### config.mk
export PLATFORM = sky130hd
export DESIGN_NAME = ram_port_a_arbiter
export DESIGN_NICKNAME = d
export VERILOG_FILES = /design/src/rtl/ram_arb_pkg.sv /design/src/rtl/ram_arb_rd_tag_pipe.sv /design/src/rtl/ram_port_a_arbiter.sv
export SDC_FILE = /design/constraint.sdc
export NUM_CORES = 1
export LEC_CHECK = 0
export ABC_CLOCK_PERIOD_IN_PS = 1700
export BUFFER_PORTS_ARGS = -buffer_cell sky130_fd_sc_hd__buf_2
export CAP_MARGIN = 20
export CELL_PAD_IN_SITES_DETAIL_PLACEMENT = 0
export CELL_PAD_IN_SITES_GLOBAL_PLACEMENT = 2
export CORE_MARGIN = 2
export CORE_UTILIZATION = 25
export CTS_CLUSTER_DIAMETER = 60
export DETAILED_ROUTE_END_ITERATION = 8
export GPL_TIMING_DRIVEN = 0
export PLACE_DENSITY = 0.73
export SYNTH_ARGS = -nofsm -noshare
export SYNTH_HDL_FRONTEND = slang
export SYNTH_SLANG_ARGS = --single-unit
### constraint.sdc
create_clock -name clk -period 1.7 [get_ports clk]
set_input_delay 0.17 -clock clk [delete_from_list [all_inputs] [get_ports clk]]
set_output_delay 0.17 -clock clk [all_outputs]
set_load 0.1 [all_outputs]
### src/rtl/ram_arb_pkg.sv
// Shared definitions for the RAM port A arbiter: parameter defaults,
// requester index constants and the ownership FSM state type.
package ram_arb_pkg;

   localparam int DEF_ADDR_W  = 19;
   localparam int DEF_DATA_W  = 8;
   localparam int DEF_RD_LAT  = 2;
   localparam int DEF_LOCK_TO = 256;

   // Requester indices into the packed request vectors
   localparam int REQ_SEL = 0;   // selection writer
   localparam int REQ_CPU = 1;   // CPU

   typedef enum logic [1:0] {
      IDLE = 2'd0,
      OWN0 = 2'd1,
      OWN1 = 2'd2
   } arb_state_t;

endpackage

### src/rtl/ram_arb_rd_tag_pipe.sv
// Read tag pipeline: one one-hot requester tag per accepted read travels
// RD_LAT+1 stages. The last stage is the rvalid pulse; the stage before it
// tells the top when ram_q holds the data belonging to that tag.
// RD_LAT must be at least 1.
module ram_arb_rd_tag_pipe #(
   parameter int RD_LAT = 2
) (
   input  logic       clk,
   input  logic       reset_n,
   input  logic       push,
   input  logic [1:0] push_oh,
   output logic [1:0] rvalid,
   output logic       cap,
   output logic       busy
);

   logic [RD_LAT:0][1:0] tag_pipe;

   // Shift tags one stage per cycle; reset flushes every in-flight read
   always_ff @(posedge clk or negedge reset_n) begin
      if (!reset_n) begin
         tag_pipe <= '0;
      end else begin
         tag_pipe[0] <= push ? push_oh : 2'b00;
         for (int k = 1; k <= RD_LAT; k++) begin
            tag_pipe[k] <= tag_pipe[k-1];
         end
      end
   end

   assign rvalid = tag_pipe[RD_LAT];
   assign cap    = |tag_pipe[RD_LAT-1];
   assign busy   = |tag_pipe;

endmodule

### src/rtl/ram_port_a_arbiter.sv
// Two-requester arbiter for RAM port A (0 = selection writer, 1 = CPU).
// Combinational grant, registered RAM drive, tagged read return, and a
// lock/ownership FSM with an idle timeout.
// Optional macro RAM_ARB_ROUND_ROBIN_EN: alternate grants on contention in
// IDLE instead of fixed priority to requester 0.
module ram_port_a_arbiter
   import ram_arb_pkg::*;
#(
   parameter int ADDR_W  = DEF_ADDR_W,
   parameter int DATA_W  = DEF_DATA_W,
   parameter int RD_LAT  = DEF_RD_LAT,
   parameter int LOCK_TO = DEF_LOCK_TO
) (
   input  logic                  clk,
   input  logic                  reset_n,
   input  logic [1:0]            req,
   input  logic [1:0]            we,
   input  logic [1:0]            lock,
   input  logic [2*ADDR_W-1:0]   addr,
   input  logic [2*DATA_W-1:0]   wdata,
   output logic [1:0]            gnt,
   output logic [1:0]            rvalid,
   output logic [DATA_W-1:0]     rdata,
   output logic [ADDR_W-1:0]     ram_address,
   output logic [DATA_W-1:0]     ram_data,
   output logic                  ram_wren,
   input  logic [DATA_W-1:0]     ram_q,
   output logic                  busy,
   output logic                  lock_timeout
);

   localparam int CNT_W = (LOCK_TO > 1) ? $clog2(LOCK_TO) : 1;

   arb_state_t        state;
   logic [CNT_W-1:0]  idle_cnt;
   logic              eff_idle;
   logic              pick1;
   logic              acc;
   logic              win;
   logic              rd_cap;

   // Owner releasing its lock this cycle arbitrates as if already idle
   always_comb begin
      eff_idle = (state == IDLE) ||
                 (state == OWN0 && !lock[REQ_SEL]) ||
                 (state == OWN1 && !lock[REQ_CPU]);
   end

`ifdef RAM_ARB_ROUND_ROBIN_EN
   logic last_win;

   // On contention, favour the requester that did not win last time
   assign pick1 = ~last_win;

   // Remember the index of the most recent accepted access
   always_ff @(posedge clk or negedge reset_n) begin
      if (!reset_n) last_win <= 1'b1;
      else if (acc) last_win <= win;
   end
`else
   assign pick1 = 1'b0;
`endif

   // Grant: contention resolved in idle, only the owner while locked
   always_comb begin
      gnt = 2'b00;
      if (eff_idle) begin
         if (req[REQ_SEL] && req[REQ_CPU]) gnt = pick1 ? 2'b10 : 2'b01;
         else                              gnt = req;
      end else if (state == OWN0) begin
         gnt[REQ_SEL] = req[REQ_SEL];
      end else begin
         gnt[REQ_CPU] = req[REQ_CPU];
      end
   end

   assign acc = |gnt;
   assign win = gnt[REQ_CPU];

   // Ownership FSM with idle counter and timeout pulse
   always_ff @(posedge clk or negedge reset_n) begin
      if (!reset_n) begin
         state        <= IDLE;
         idle_cnt     <= '0;
         lock_timeout <= 1'b0;
      end else begin
         lock_timeout <= 1'b0;
         if (eff_idle) begin
            idle_cnt <= '0;
            if (acc && lock[win]) state <= win ? OWN1 : OWN0;
            else                  state <= IDLE;
         end else if (acc) begin
            idle_cnt <= '0;
         end else if (idle_cnt == CNT_W'(LOCK_TO - 1)) begin
            // Owner idle too long: force the lock free
            state        <= IDLE;
            idle_cnt     <= '0;
            lock_timeout <= 1'b1;
         end else begin
            idle_cnt <= idle_cnt + 1'b1;
         end
      end
   end

   // Register the winning access onto RAM port A; hold bus when idle
   always_ff @(posedge clk or negedge reset_n) begin
      if (!reset_n) begin
         ram_address <= '0;
         ram_data    <= '0;
         ram_wren    <= 1'b0;
      end else begin
         ram_wren <= 1'b0;
         if (acc) begin
            ram_address <= win ? addr[REQ_CPU*ADDR_W +: ADDR_W] : addr[REQ_SEL*ADDR_W +: ADDR_W];
            ram_data    <= win ? wdata[REQ_CPU*DATA_W +: DATA_W] : wdata[REQ_SEL*DATA_W +: DATA_W];
            ram_wren    <= we[win];
         end
      end
   end

   ram_arb_rd_tag_pipe #(
      .RD_LAT (RD_LAT)
   ) u_tag_pipe (
      .clk     (clk),
      .reset_n (reset_n),
      .push    (acc && !we[win]),
      .push_oh (gnt),
      .rvalid  (rvalid),
      .cap     (rd_cap),
      .busy    (busy)
   );

   // Capture ram_q the cycle before its tag emerges so rdata aligns with rvalid
   always_ff @(posedge clk or negedge reset_n) begin
      if (!reset_n)    rdata <= '0;
      else if (rd_cap) rdata <= ram_q;
   end

endmodule

==> qor.yml <==
clock_network:
  htreeDepth: 2
  cts_tree: "yes"
  numCtsBuffers: 5
  cts_buffer_depth: 2
  cts-root-buf: "clkbuf_8"
  insertion_delay_ns: 0.31
  cts.sinks: 53
  clkTransAtPathRegs_ns: 0.10
placed_design:
  post-place-ws_ns: -0.6066
  port_buffers: 111
  routabilityCongestion: 0.6810
  dpl.hpwl_mm: 4.571
worst_setup_path:
  worstSetupStartpointType: "flop"
  critPathMaxFanout: 5
  crit_type: "flop to output port"
  arrival_ns: 1.60
  required_ns: 1.53
  end_kind: "output port"
die:
  num_rows: 34
  start_util: 0.2599
  die_x_um: 99.68
  coreArea_mm2: 0.008806
  die_h_um: 99.68
  io_pins: 112
  die-area_mm2: 0.009935
synth:
  syn_inst: 184
  synth_top_flop_cell: "dfrtp_1"
  synth_seq_area_share: 0.5796
  synth_edf_count: 0
  synth.distinct_cells: 37
  ys_seq_elements: 53
  syn_area_per_cell_um2: 12.44
  synth_nets: 255
  yosysWarnings: 0
  async_reset_ff_frac: 1.000
  syn_area_mm2: 0.002288
timing:
  rsz0062_at_grt: "yes"
  fin_ws_ns: -0.07350
  relSlewSlack: 0.5905
  period_share: 1.043
  fmax_mhz: 563.9
  timing_hold_violations_final: 0
  clock_skew_ns: 0.007205
  layout_min_cycle_time_ns: 1.774
  slew_violations: 0
  finalSetupViolCount: 22
  tns_ns: -0.6094
  tightest_slew_ns: 0.6142
detailed_routing:
  wl_per_cell_um: 14.63
  wirelength_mm: 6.160
  via_per_inst: 4.812
  ant_nets: 0
  drt_iter0_drc: 41
  drtPass1Iterations: 4
  vias: 2026
  drc: 0
power_and_ir_drop:
  power_leakage_nw: 1.634
  power.density_mw_per_mm2: 1227
  vdd_drop_max_mv: 0.4656
global_routing:
  antenna_found_initial: 0
  grt_overflow: 0
  grt_max_degree: 28
  grt_pass1_vias: 1997
  grt_first_pass_wirelength_mm: 10.01
  track_usage: 0.1261
outcome:
  status: "finished with violations"
  violations: "negative setup slack"
run:
  max_cap_violations: 0
layout:
  area_growth_pct: 42.32
  nets: 383
  antenna_cells: 0
  drive_above_1_share: 0.4952
min_path:
  hold_class: "input pin to flop"
[cell usage after synthesis (all sizes together) (3+ instances only)]
master	n	area, µm²
dfrtp	53	1326
a221o	27	270.3
and3	27	168.9
buf	9	75.06
mux2	8	90.09
clkbuf	7	26.28
a21oi	6	30.03
nor2	5	18.77
nand2	4	15.01
nor2b	3	18.77
nor3	3	15.01
o21ai	3	15.01
[placed cells by master, fill, tap and decap left out, types with 2 or more instances in the layout]
cell / n
buf_2: 109
dfrtp_1: 52
and3_1: 27
a221o_1: 27
buf_4: 13
mux2_2: 8
a21oi_1: 6
clkbuf_1: 5
clkbuf_8: 5
buf_8: 4
nand2_1: 4
nor2_1: 4
nor2b_1: 3
nor3_1: 3
buf_12: 3
nand3_1: 2
o21ai_0: 2
or3_1: 2
inv_1: 2
nand4_1: 2
a211oi_1: 2
xnor2_1: 2
o211ai_1: 2
[what timing repair did]
item,in CTS,in global routing
hold endpoints to repair,26,0
hold buffers,1,0
gates cloned,0,0
endpoints found under the setup margin,26,32
gates resized for setup,17,11
buffers inserted,5,4
pin swaps,6,15
[critical path, cell delays in order, from the launching register on]
cell and delay [ns]:
dfrtp_2 0.45, or3b_4 0.40, o211a_4 0.16, buf_8 0.13, buf_12 0.15
[layout make-up]
| type | count | area (µm²) |
|---|---|---|
| plain buffers | 15 | 121.4 |
| clock buffers | 5 | 68.82 |
| clock inverters | 3 | 25.02 |
| fillers | 898 | 5549 |
| inverters | 2 | 7.507 |
| multi-input cells | 113 | 888.4 |
| flip-flops and latches | 53 | 1328 |
| well taps | 108 | 135.1 |
| repair buffers | 122 | 683.2 |
[through the flow]
step / hold WS [ns] / area [µm²] / total power, mW / cells / util
floorplan: -0.1256 / 2291 / 2.865 / 184 / -
global placement: 0.3453 / 2982 / 3.212 / 403 / 0.3386
detailed placement: 0.2256 / 3002 / 3.221 / 404 / 0.3409
CTS: 0.004714 / 3208 / 4.033 / 418 / 0.3643
global route: 0.007479 / 3257 / 4.188 / 421 / 0.3698
finish: 0.02121 / 3257 / 3.995 / 421 / 0.3698
[metal layers]
| metal | global-route usage | up-vias | wire length, µm | share of wire |
|---|---|---|---|---|
| met5 | 0 | - | 0 | 0 |
| li1 | - | 965 | - | - |
| met4 | 0.03477 | 0 | 75 | 0.012 |
| met3 | 0.03373 | 5 | 443 | 0.072 |
| met2 | 0.1975 | 84 | 2804 | 0.46 |
| met1 | 0.1726 | 972 | 2836 | 0.46 |
[path summary, 6_finish.rpt]
| check | startpoint | end | slack [ns] | depth (start not counted) |
|---|---|---|---|---|
| max reg2reg | state[0]$_DFFE_PN0P_ | ram_data[2]$_DFFE_PN0P_ | -0.04 | 5 |
| min | we[0] | u_tag_pipe.tag_pipe[0]$_DFF_PN0_ | 0.02 | 2 |
| min in group asynchronous | reset_n | idle_cnt[6]$_DFF_PN0_ | 0.40 | 2 |
| min reg2reg | u_tag_pipe.tag_pipe[0]$_DFF_PN0_ | u_tag_pipe.tag_pipe[2]$_DFF_PN0_ | 0.40 | 0 |
| max in group asynchronous | reset_n | ram_address[2]$_DFFE_PN0P_ | 0.73 | 3 |
| max | state[0]$_DFFE_PN0P_ | gnt[1] | -0.07 | 4 |
[power breakdown]
group	internal, mW	leakage [nW]	switching, mW
clock	0.298	0.0447	0.446
combinational	0.385	0.926	1.37
sequential	1.41	0.663	0.0836
[cell families after synthesis]
family,Yosys count,synth area share
AOI/OAI and AO/OA,47,0.1777
xor gates and xnor gates,2,0.007656
adders and majority gates,1,0.005467
buffers and inverters,18,0.04757
DFF,53,0.5796
muxes,8,0.03937
and+or+nand+nor,55,0.1427
[flip-flops by register name (all words and copies together), names as in the netlist]
signal	flops
lock_timeout	1
idle_cnt	8
u_tag_pipe.rvalid	2
ram_data	8
ram_address	19
u_tag_pipe.tag_pipe	4
ram_wren	1
state	2
rdata	8
Power figures use the tool's default switching activity.
